[config.mk]
export PLATFORM = sky130hd
export DESIGN_NAME = gemm_tile_sequencer_flat
export DESIGN_NICKNAME = d
export VERILOG_FILES = /design/src/rtl/gemm_tile_sequencer_if.sv /design/src/rtl/gemm_tile_sequencer.sv /design/src/flat_wrapper.sv
export SDC_FILE = /design/constraint.sdc
export NUM_CORES = 1
export LEC_CHECK = 0
export ABC_CLOCK_PERIOD_IN_PS = 7710
export CORE_MARGIN = 5
export CORE_UTILIZATION = 52
export DETAILED_ROUTE_END_ITERATION = 8
export GPL_TIMING_DRIVEN = 1
export PLACE_DENSITY = 0.89
export SETUP_SLACK_MARGIN = 0.05
export SLEW_MARGIN = 0
export SYNTH_ARGS = -nofsm -noshare
export SYNTH_HDL_FRONTEND = slang
export SYNTH_SLANG_ARGS = --single-unit
export TNS_END_PERCENT = 50
[constraint.sdc]
create_clock -name clk -period 7.71 [get_ports clk]
set_input_delay 0.771 -clock clk [delete_from_list [all_inputs] [get_ports clk]]
set_output_delay 0.771 -clock clk [all_outputs]
set_load 0.05 [all_outputs]
[src/rtl/gemm_tile_sequencer_if.sv]
// Host/controller-facing signal bundle for gemm_tile_sequencer.
// The host side drives start/abort/config/valid; the sequencer drives control and addresses.
interface gemm_tile_sequencer_if #(
  parameter int unsigned NUM_COL              = 8,
  parameter int unsigned LOG2_SRAM_BANK_DEPTH = 10,
  parameter int unsigned CNT_WIDTH            = 16,
  parameter int unsigned CTRL_WIDTH           = 4
) ();

  logic                            i_start;
  logic                            i_abort;
  logic [CNT_WIDTH-1:0]            i_cfg_k;
  logic [CNT_WIDTH-1:0]            i_cfg_num_m_tiles;
  logic [CNT_WIDTH-1:0]            i_cfg_num_n_tiles;
  logic [LOG2_SRAM_BANK_DEPTH-1:0] i_cfg_top_base;
  logic [LOG2_SRAM_BANK_DEPTH-1:0] i_cfg_left_base;
  logic [LOG2_SRAM_BANK_DEPTH-1:0] i_cfg_down_base;
  logic [NUM_COL-1:0]              i_sa_valid_down;

  logic [CTRL_WIDTH-1:0]           o_ctrl_state;
  logic [LOG2_SRAM_BANK_DEPTH-1:0] o_top_sram_rd_start_addr;
  logic [LOG2_SRAM_BANK_DEPTH-1:0] o_top_sram_rd_end_addr;
  logic [LOG2_SRAM_BANK_DEPTH-1:0] o_left_sram_rd_start_addr;
  logic [LOG2_SRAM_BANK_DEPTH-1:0] o_left_sram_rd_end_addr;
  logic [LOG2_SRAM_BANK_DEPTH-1:0] o_down_tile_base_addr;
  logic [CNT_WIDTH-1:0]            o_tile_m_idx;
  logic [CNT_WIDTH-1:0]            o_tile_n_idx;
  logic                            o_busy;
  logic                            o_done;
  logic                            o_err;

  modport master (
    output i_start, i_abort, i_cfg_k, i_cfg_num_m_tiles, i_cfg_num_n_tiles,
    output i_cfg_top_base, i_cfg_left_base, i_cfg_down_base, i_sa_valid_down,
    input  o_ctrl_state, o_top_sram_rd_start_addr, o_top_sram_rd_end_addr,
    input  o_left_sram_rd_start_addr, o_left_sram_rd_end_addr, o_down_tile_base_addr,
    input  o_tile_m_idx, o_tile_n_idx, o_busy, o_done, o_err
  );

  modport slave (
    input  i_start, i_abort, i_cfg_k, i_cfg_num_m_tiles, i_cfg_num_n_tiles,
    input  i_cfg_top_base, i_cfg_left_base, i_cfg_down_base, i_sa_valid_down,
    output o_ctrl_state, o_top_sram_rd_start_addr, o_top_sram_rd_end_addr,
    output o_left_sram_rd_start_addr, o_left_sram_rd_end_addr, o_down_tile_base_addr,
    output o_tile_m_idx, o_tile_n_idx, o_busy, o_done, o_err
  );

endinterface

[src/rtl/gemm_tile_sequencer.sv]
// Tile loop FSM for the output-stationary systolic array: walks M x N output tiles (n inner).
// Optional drain watchdog enabled by defining GEMM_SEQ_DRAIN_TIMEOUT_EN.
module gemm_tile_sequencer #(
  parameter int unsigned NUM_ROW              = 8,
  parameter int unsigned NUM_COL              = 8,
  parameter int unsigned LOG2_SRAM_BANK_DEPTH = 10,
  parameter int unsigned CNT_WIDTH            = 16,
  parameter int unsigned CTRL_WIDTH           = 4,
  parameter int unsigned DRAIN_TIMEOUT        = 1024
) (
  input logic                 clk,
  input logic                 rst_n,
  gemm_tile_sequencer_if.slave bus
);

  localparam int unsigned AW = LOG2_SRAM_BANK_DEPTH;
  localparam int unsigned CW = CNT_WIDTH;
  // Extra headroom so K + skew never overflows the phase counter.
  localparam int unsigned SW = CNT_WIDTH + 2;
  localparam logic [SW-1:0] SkewLast  = SW'(NUM_ROW + NUM_COL - 2);
  localparam logic [SW-1:0] FlushLast = SW'(NUM_COL - 1);
  localparam logic [SW-1:0] DrainLast = SW'(NUM_ROW - 1);

  typedef enum logic [1:0] {
    StIdle   = 2'd0,
    StSteady = 2'd1,
    StFlush  = 2'd2,
    StDrain  = 2'd3
  } state_e;

  state_e         state_q, state_d;
  logic [CW-1:0]  k_q, k_d, m_tiles_q, m_tiles_d, n_tiles_q, n_tiles_d;
  logic [AW-1:0]  top_base_q, top_base_d, left_base_q, left_base_d, down_base_q, down_base_d;
  logic [CW-1:0]  m_idx_q, m_idx_d, n_idx_q, n_idx_d;
  logic [SW-1:0]  cnt_q, cnt_d;
  logic [AW-1:0]  top_start_q, top_start_d, top_end_q, top_end_d;
  logic [AW-1:0]  left_start_q, left_start_d, left_end_q, left_end_d;
  logic [AW-1:0]  down_q, down_d;
  logic [AW-1:0]  tile_lin;
  logic           busy_q, busy_d, done_q, done_d;
  logic           load_addr, beat, start_acc, abort_acc, tile_done, timeout;

  function automatic logic [AW-1:0] mul_trunc(input logic [CW-1:0] a, input logic [CW-1:0] b);
    logic [2*CW-1:0] p;
    p = a * b;
    return p[AW-1:0];
  endfunction

  assign beat      = |bus.i_sa_valid_down;
  assign start_acc = (state_q == StIdle) && !busy_q && bus.i_start && !bus.i_abort;
  assign abort_acc = busy_q && bus.i_abort;
  assign tile_done = (state_q == StDrain) && beat && (cnt_q == DrainLast);

`ifdef GEMM_SEQ_DRAIN_TIMEOUT_EN
  localparam int unsigned WdW = $clog2(DRAIN_TIMEOUT + 1);
  logic [WdW-1:0] wd_q;
  logic           err_q;

  assign timeout = (state_q == StDrain) && !tile_done && (wd_q == WdW'(DRAIN_TIMEOUT - 1));

  always_ff @(posedge clk or negedge rst_n) begin
    if (!rst_n) begin
      wd_q  <= '0;
      err_q <= 1'b0;
    end else begin
      wd_q <= (state_q == StDrain && !abort_acc && !timeout) ? wd_q + WdW'(1) : '0;
      if (start_acc) begin
        err_q <= 1'b0;
      end else if (timeout && !abort_acc) begin
        err_q <= 1'b1;
      end
    end
  end

  assign bus.o_err = err_q;
`else
  assign timeout   = 1'b0;
  assign bus.o_err = 1'b0;
`endif

  always_comb begin
    state_d     = state_q;
    k_d         = k_q;
    m_tiles_d   = m_tiles_q;
    n_tiles_d   = n_tiles_q;
    top_base_d  = top_base_q;
    left_base_d = left_base_q;
    down_base_d = down_base_q;
    m_idx_d     = m_idx_q;
    n_idx_d     = n_idx_q;
    cnt_d       = cnt_q;
    busy_d      = busy_q;
    done_d      = 1'b0;
    load_addr   = 1'b0;
    if (abort_acc || timeout) begin
      state_d   = StIdle;
      busy_d    = 1'b0;
      done_d    = timeout && !abort_acc;
      cnt_d     = '0;
      m_idx_d   = '0;
      n_idx_d   = '0;
      load_addr = 1'b1;
    end else begin
      unique case (state_q)
        StIdle: begin
          if (start_acc) begin
            k_d         = bus.i_cfg_k;
            m_tiles_d   = bus.i_cfg_num_m_tiles;
            n_tiles_d   = bus.i_cfg_num_n_tiles;
            top_base_d  = bus.i_cfg_top_base;
            left_base_d = bus.i_cfg_left_base;
            down_base_d = bus.i_cfg_down_base;
            m_idx_d     = '0;
            n_idx_d     = '0;
            cnt_d       = '0;
            busy_d      = 1'b1;
            load_addr   = 1'b1;
            done_d      = (bus.i_cfg_k == '0) || (bus.i_cfg_num_m_tiles == '0) ||
                          (bus.i_cfg_num_n_tiles == '0);
          end else if (busy_q) begin
            // A degenerate job is busy only for its done cycle.
            if (done_q) begin
              busy_d = 1'b0;
            end else begin
              state_d = StSteady;
              cnt_d   = '0;
            end
          end
        end
        StSteady: begin
          if (cnt_q == SW'(k_q) + SkewLast) begin
            state_d = StFlush;
            cnt_d   = '0;
          end else begin
            cnt_d = cnt_q + SW'(1);
          end
        end
        StFlush: begin
          if (cnt_q == FlushLast) begin
            state_d = StDrain;
            cnt_d   = '0;
          end else begin
            cnt_d = cnt_q + SW'(1);
          end
        end
        StDrain: begin
          if (tile_done) begin
            state_d = StIdle;
            cnt_d   = '0;
            if (n_idx_q == n_tiles_q - CW'(1)) begin
              if (m_idx_q == m_tiles_q - CW'(1)) begin
                busy_d = 1'b0;
                done_d = 1'b1;
              end else begin
                n_idx_d   = '0;
                m_idx_d   = m_idx_q + CW'(1);
                load_addr = 1'b1;
              end
            end else begin
              n_idx_d   = n_idx_q + CW'(1);
              load_addr = 1'b1;
            end
          end else if (beat) begin
            cnt_d = cnt_q + SW'(1);
          end
        end
        default: state_d = StIdle;
      endcase
    end
  end

  // Next-tile addresses are formed from the next-state indices so they are valid in the IDLE gap.
  always_comb begin
    top_start_d  = top_start_q;
    top_end_d    = top_end_q;
    left_start_d = left_start_q;
    left_end_d   = left_end_q;
    down_d       = down_q;
    tile_lin     = mul_trunc(m_idx_d, n_tiles_d) + AW'(n_idx_d);
    if (load_addr) begin
      top_start_d  = top_base_d + mul_trunc(n_idx_d, k_d);
      top_end_d    = top_start_d + AW'(k_d);
      left_start_d = left_base_d + mul_trunc(m_idx_d, k_d);
      left_end_d   = left_start_d + AW'(k_d);
      down_d       = down_base_d + tile_lin * AW'(NUM_ROW);
    end
  end

  always_ff @(posedge clk or negedge rst_n) begin
    if (!rst_n) begin
      state_q      <= StIdle;
      k_q          <= '0;
      m_tiles_q    <= '0;
      n_tiles_q    <= '0;
      top_base_q   <= '0;
      left_base_q  <= '0;
      down_base_q  <= '0;
      m_idx_q      <= '0;
      n_idx_q      <= '0;
      cnt_q        <= '0;
      top_start_q  <= '0;
      top_end_q    <= '0;
      left_start_q <= '0;
      left_end_q   <= '0;
      down_q       <= '0;
      busy_q       <= 1'b0;
      done_q       <= 1'b0;
    end else begin
      state_q      <= state_d;
      k_q          <= k_d;
      m_tiles_q    <= m_tiles_d;
      n_tiles_q    <= n_tiles_d;
      top_base_q   <= top_base_d;
      left_base_q  <= left_base_d;
      down_base_q  <= down_base_d;
      m_idx_q      <= m_idx_d;
      n_idx_q      <= n_idx_d;
      cnt_q        <= cnt_d;
      top_start_q  <= top_start_d;
      top_end_q    <= top_end_d;
      left_start_q <= left_start_d;
      left_end_q   <= left_end_d;
      down_q       <= down_d;
      busy_q       <= busy_d;
      done_q       <= done_d;
    end
  end

  assign bus.o_ctrl_state              = CTRL_WIDTH'(state_q);
  assign bus.o_top_sram_rd_start_addr  = top_start_q;
  assign bus.o_top_sram_rd_end_addr    = top_end_q;
  assign bus.o_left_sram_rd_start_addr = left_start_q;
  assign bus.o_left_sram_rd_end_addr   = left_end_q;
  assign bus.o_down_tile_base_addr     = down_q;
  assign bus.o_tile_m_idx              = m_idx_q;
  assign bus.o_tile_n_idx              = n_idx_q;
  assign bus.o_busy                    = busy_q;
  assign bus.o_done                    = done_q;

endmodule

[src/flat_wrapper.sv]
// flat-port wrapper written by rule: the top's interface ports become plain ports
module gemm_tile_sequencer_flat 
#(
  parameter int unsigned NUM_ROW              = 8,
  parameter int unsigned NUM_COL              = 8,
  parameter int unsigned LOG2_SRAM_BANK_DEPTH = 10,
  parameter int unsigned CNT_WIDTH            = 16,
  parameter int unsigned CTRL_WIDTH           = 4,
  parameter int unsigned DRAIN_TIMEOUT        = 1024
)
  (clk, rst_n, bus_i_start, bus_i_abort, bus_i_cfg_k, bus_i_cfg_num_m_tiles, bus_i_cfg_num_n_tiles, bus_i_cfg_top_base, bus_i_cfg_left_base, bus_i_cfg_down_base, bus_i_sa_valid_down, bus_o_ctrl_state, bus_o_top_sram_rd_start_addr, bus_o_top_sram_rd_end_addr, bus_o_left_sram_rd_start_addr, bus_o_left_sram_rd_end_addr, bus_o_down_tile_base_addr, bus_o_tile_m_idx, bus_o_tile_n_idx, bus_o_busy, bus_o_done, bus_o_err);
  gemm_tile_sequencer_if #(.NUM_COL(NUM_COL), .LOG2_SRAM_BANK_DEPTH(LOG2_SRAM_BANK_DEPTH), .CNT_WIDTH(CNT_WIDTH), .CTRL_WIDTH(CTRL_WIDTH)) bus_i ();
  input logic clk;
  input logic rst_n;
  input wire logic [$bits(bus_i.i_start)-1:0] bus_i_start;
  input wire logic [$bits(bus_i.i_abort)-1:0] bus_i_abort;
  input wire logic [$bits(bus_i.i_cfg_k)-1:0] bus_i_cfg_k;
  input wire logic [$bits(bus_i.i_cfg_num_m_tiles)-1:0] bus_i_cfg_num_m_tiles;
  input wire logic [$bits(bus_i.i_cfg_num_n_tiles)-1:0] bus_i_cfg_num_n_tiles;
  input wire logic [$bits(bus_i.i_cfg_top_base)-1:0] bus_i_cfg_top_base;
  input wire logic [$bits(bus_i.i_cfg_left_base)-1:0] bus_i_cfg_left_base;
  input wire logic [$bits(bus_i.i_cfg_down_base)-1:0] bus_i_cfg_down_base;
  input wire logic [$bits(bus_i.i_sa_valid_down)-1:0] bus_i_sa_valid_down;
  output wire logic [$bits(bus_i.o_ctrl_state)-1:0] bus_o_ctrl_state;
  output wire logic [$bits(bus_i.o_top_sram_rd_start_addr)-1:0] bus_o_top_sram_rd_start_addr;
  output wire logic [$bits(bus_i.o_top_sram_rd_end_addr)-1:0] bus_o_top_sram_rd_end_addr;
  output wire logic [$bits(bus_i.o_left_sram_rd_start_addr)-1:0] bus_o_left_sram_rd_start_addr;
  output wire logic [$bits(bus_i.o_left_sram_rd_end_addr)-1:0] bus_o_left_sram_rd_end_addr;
  output wire logic [$bits(bus_i.o_down_tile_base_addr)-1:0] bus_o_down_tile_base_addr;
  output wire logic [$bits(bus_i.o_tile_m_idx)-1:0] bus_o_tile_m_idx;
  output wire logic [$bits(bus_i.o_tile_n_idx)-1:0] bus_o_tile_n_idx;
  output wire logic [$bits(bus_i.o_busy)-1:0] bus_o_busy;
  output wire logic [$bits(bus_i.o_done)-1:0] bus_o_done;
  output wire logic [$bits(bus_i.o_err)-1:0] bus_o_err;
  assign bus_i.i_start = bus_i_start;
  assign bus_i.i_abort = bus_i_abort;
  assign bus_i.i_cfg_k = bus_i_cfg_k;
  assign bus_i.i_cfg_num_m_tiles = bus_i_cfg_num_m_tiles;
  assign bus_i.i_cfg_num_n_tiles = bus_i_cfg_num_n_tiles;
  assign bus_i.i_cfg_top_base = bus_i_cfg_top_base;
  assign bus_i.i_cfg_left_base = bus_i_cfg_left_base;
  assign bus_i.i_cfg_down_base = bus_i_cfg_down_base;
  assign bus_i.i_sa_valid_down = bus_i_sa_valid_down;
  assign bus_o_ctrl_state = bus_i.o_ctrl_state;
  assign bus_o_top_sram_rd_start_addr = bus_i.o_top_sram_rd_start_addr;
  assign bus_o_top_sram_rd_end_addr = bus_i.o_top_sram_rd_end_addr;
  assign bus_o_left_sram_rd_start_addr = bus_i.o_left_sram_rd_start_addr;
  assign bus_o_left_sram_rd_end_addr = bus_i.o_left_sram_rd_end_addr;
  assign bus_o_down_tile_base_addr = bus_i.o_down_tile_base_addr;
  assign bus_o_tile_m_idx = bus_i.o_tile_m_idx;
  assign bus_o_tile_n_idx = bus_i.o_tile_n_idx;
  assign bus_o_busy = bus_i.o_busy;
  assign bus_o_done = bus_i.o_done;
  assign bus_o_err = bus_i.o_err;
  gemm_tile_sequencer #(.NUM_ROW(NUM_ROW), .NUM_COL(NUM_COL), .LOG2_SRAM_BANK_DEPTH(LOG2_SRAM_BANK_DEPTH), .CNT_WIDTH(CNT_WIDTH), .CTRL_WIDTH(CTRL_WIDTH), .DRAIN_TIMEOUT(DRAIN_TIMEOUT)) u_core (.clk(clk), .rst_n(rst_n), .bus(bus_i));
endmodule
==> results.sh <==
export IMPL_status="finished, violations left"
export IMPL_violations="negative setup slack"
export IMPL_crit_path_end_kind="flop"
export IMPL_busiest_layer="met2"
export IMPL_period_share=1.01
export IMPL_synth_seq_cells=182
export IMPL_tightest_slew_ps=1260
export IMPL_layout_nets=2297
export IMPL_portBuffers=175
export IMPL_cts_buffers=17
export IMPL_async_reset_ff_frac=1.00
export IMPL_syn_instance_count=1651
export IMPL_synth_seq_area_share=0.302
export IMPL_fin_ws_ps=-109
export IMPL_placed_cells=2356
export IMPL_place_gp_congestion=1.06
export IMPL_grt_overflow_total=0
export IMPL_drtPass1Iterations=6
export IMPL_synth_area_um2=15100
export IMPL_final_cell_mix="buf_4, dfrtp_1, inv_1, clkdlybuf4s50_1, nand2_1"
export IMPL_criticalPathCategory="flop to flop"
export IMPL_initial_core_util=0.526
export IMPL_worstSetupStartpoint="u_core.m_tiles_q[1]$_DFFE_PN0P_"
export IMPL_die_x_um=180
export IMPL_syn_to_final_growth_pct=34.5
export IMPL_cap_violations=0
export IMPL_setup_viol=1
export IMPL_grt_pass1_wl_um=78900
export IMPL_post_drt_via_cell_ratio=5.85
export IMPL_fin_crit_ps=7820
export IMPL_r2r_slack_ps=-110
export IMPL_drt_iter0_drc=1401
export IMPL_setup_worst_path_end="u_core.bus.o_left_sram_rd_end_addr[9]$_DFFE_PN0P_"
export IMPL_worstHoldPathType="input pin to async pin"
export IMPL_antenna_found_initial=0
export IMPL_ant_nets=0
export IMPL_max_stage_delay_ps=550
export IMPL_use_met2=0.489
export IMPL_met3_usage=0.0640
export IMPL_crit_path_top_delay_cell="fa_1"
export IMPL_cpMostUsedCell="buf_4"
export IMPL_clk_latency_ps=460
export IMPL_layout_drive_gt1_share=0.244
export IMPL_critPathMaxFanout=4
export IMPL_track_usage=0.301
export IMPL_drc=0
export IMPL_finalClockSkew_ps=13.8
export IMPL_p_per_area_nw_per_um2=346
export IMPL_ctsHtreeMaxLevel=4
export IMPL_drv_slew=0
export IMPL_stdcell_count=2424
export IMPL_ys_flop_type="dfrtp_1"
export IMPL_yosysWarnings=0
export IMPL_cts_sinks=182
export IMPL_grt_pass1_vias=14400
export IMPL_final_common_cell="buf_4"
export IMPL_cts_hold_buf=0
export IMPL_ff2ff_path_depth=35
export IMPL_grt_use_met1=0.396
export IMPL_yosysUniqueCellTypes=79
export IMPL_clock_path_buffers=2
export IMPL_startpoint_type="flop"
export IMPL_clk_pin_slew_ps=70
export IMPL_pin_count=179
export IMPL_final_hold_viol_count=0
export IMPL_cts_tree="done"
export IMPL_dpl_hpwl_um=37400
export IMPL_final_cell_area_um2=20300
export IMPL_synth_edf_count=0
export IMPL_vdd_drop_max_uv=382
export IMPL_dp_slack_ps=-456
export IMPL_timing_rr_start="u_core.m_tiles_q[1]$_DFFE_PN0P_"
export IMPL_avgRoutedWirePerCell_um=21.0
export IMPL_fp_dieH_um=180
export IMPL_p_leak_nw=9.29
export IMPL_grt_max_degree=73
export IMPL_cts_root_buf="clkbuf_16"
export IMPL_num_rows=62
export IMPL_slew_headroom=0.159
export IMPL_dpl_cell_area_um2=18700
export IMPL_fmax_mhz=128
export IMPL_total_power_mw=7.01
export IMPL_via_count=14200
export IMPL_reg2reg_to="u_core.bus.o_left_sram_rd_end_addr[9]$_DFFE_PN0P_"
export IMPL_wl_um=50900
export IMPL_die_area_um2=32500
export IMPL_syn_area_per_cell_um2=9.14
export IMPL_rsz0062_at_grt="true"
export IMPL_crit_required_ps=8070
export IMPL_coreArea_um2=28700
export IMPL_crit_arrival_ps=8180
## Yosys cell counts (4+ instances only)
cell type  number  area share
dfrtp_1       182        0.30
nor2_1        128       0.032
or2_2           4      0.0017
a31o_2          5      0.0029
a21boi_0        4      0.0020
xnor3_1         6      0.0090
xnor2_1       103       0.060
nand2_1       164       0.041
a21oi_1        69       0.023
inv_1         182       0.045
clkbuf_1       56       0.014
nand4_1        26       0.011
o31ai_1         5      0.0025
mux2i_1        16       0.011
nor2b_1        10      0.0041
o211ai_1        8      0.0040
a31oi_1        11      0.0046
o21bai_1       13      0.0065
ha_1          106       0.088
nor4_1         31       0.013
nand3_1        34       0.011
and3_1         24       0.010
and2_1         19      0.0079
nor3_1         32       0.011
nand2b_1       13      0.0054
o21ai_0        79       0.026
and4_1          4      0.0023
a211oi_1        6      0.0030
or3_1          12      0.0050
a21o_1         15      0.0075
buf_1           4      0.0010
mux2_2         84       0.063
or4_1          14      0.0070
xor2_1         34       0.020
fa_1           75        0.10
## registers in the layout, summed over array words and instances, names as in the netlist, 16 cells and up
register                 count
u_core.k_q                  16
u_core.bus.o_tile_n_idx     16
u_core.m_tiles_q            16
u_core.n_tiles_q            16
u_core.cnt_q                18
u_core.bus.o_tile_m_idx     16
## power by group
part | switching, mW | total (mW) | internal [mW]
clock network | 0.429 | 0.853 | 0.424
registers | 0.264 | 1.57 | 1.31
logic | 2.65 | 4.59 | 1.94
total | 3.34 | 7.01 | 3.67
## critical path: cells and delay by family (launching register included)
kind,cells,cell delay (ps)
adder cells (fa/ha/maj),7,2770
AND/OR/NAND/NOR,6,890
flip-flops,1,410
buffers and inverters,12,1320
AO/OA/AOI/OAI,6,1160
XOR/XNOR,4,1160
## layout make-up
type / instances / area, um^2
diodes: 1 / 2.50
fillers: 2035 / 8410
inverters: 185 / 694
repair buffers: 420 / 3630
flip-flops and latches: 182 / 4560
multi-input cells: 1220 / 10400
clock buffers: 19 / 433
clock inverters: 13 / 120
well taps: 384 / 480
## timing repair
item / CTS / global route
buffers inserted: 20 / 16
endpoints found under the setup margin: 7 / 9
gates resized for setup: 60 / 92
cloned: 0 / 0
pin swaps: 42 / 83
## cell families (layout without fill, tap and decap cells)
kind of cell	after synthesis	in the layout	synth area share
AOI/OAI and AO/OA	253	253	0.105
buffers and inverters	251	637	0.0639
muxes	100	100	0.0733
xor gates and xnor gates	145	145	0.0917
other	1	4	0.000249
DFF	182	182	0.302
and+or+nand+nor	538	538	0.177
adders and majority gates	181	181	0.187
## through the flow
step | util | hold WS [ps] | TNS, ps
2_1_floorplan | - | 466 | 0
3_3_place_gp | 0.650 | 466 | -1100
3_5_place_dp | 0.650 | 480 | -1630
4_1_cts | 0.685 | 284 | -137
5_1_grt | 0.707 | 304 | -1460
6_report | 0.707 | 267 | -109
## metal layers
metal	vias to the layer above	wire length [um]	share of wire
li1	6351	-	-
met2	719	24500	0.48
met5	-	0	0
met4	0	2010	0.039
met3	144	4220	0.083
met1	6961	20200	0.40
## how the worst min path moves through the flow
stage	start	end	slack (ps)	depth (start not counted)
after floorplan	u_core.left_base_q[8]$_DFF_PN0_	u_core.left_base_q[8]$_DFF_PN0_	470	2
after global placement	u_core.bus.o_left_sram_rd_end_addr[2]$_DFFE_PN0P_	u_core.bus.o_left_sram_rd_end_addr[2]$_DFFE_PN0P_	470	2
after detailed placement	u_core.bus.o_down_tile_base_addr[5]$_DFFE_PN0P_	u_core.bus.o_down_tile_base_addr[5]$_DFFE_PN0P_	480	2
after CTS	rst_n	u_core.k_q[14]$_DFFE_PN0P_	280	1
after global routing	rst_n	u_core.k_q[14]$_DFFE_PN0P_	300	1
final	rst_n	u_core.k_q[14]$_DFFE_PN0P_	270	1
(Power assumes the default switching activity.)
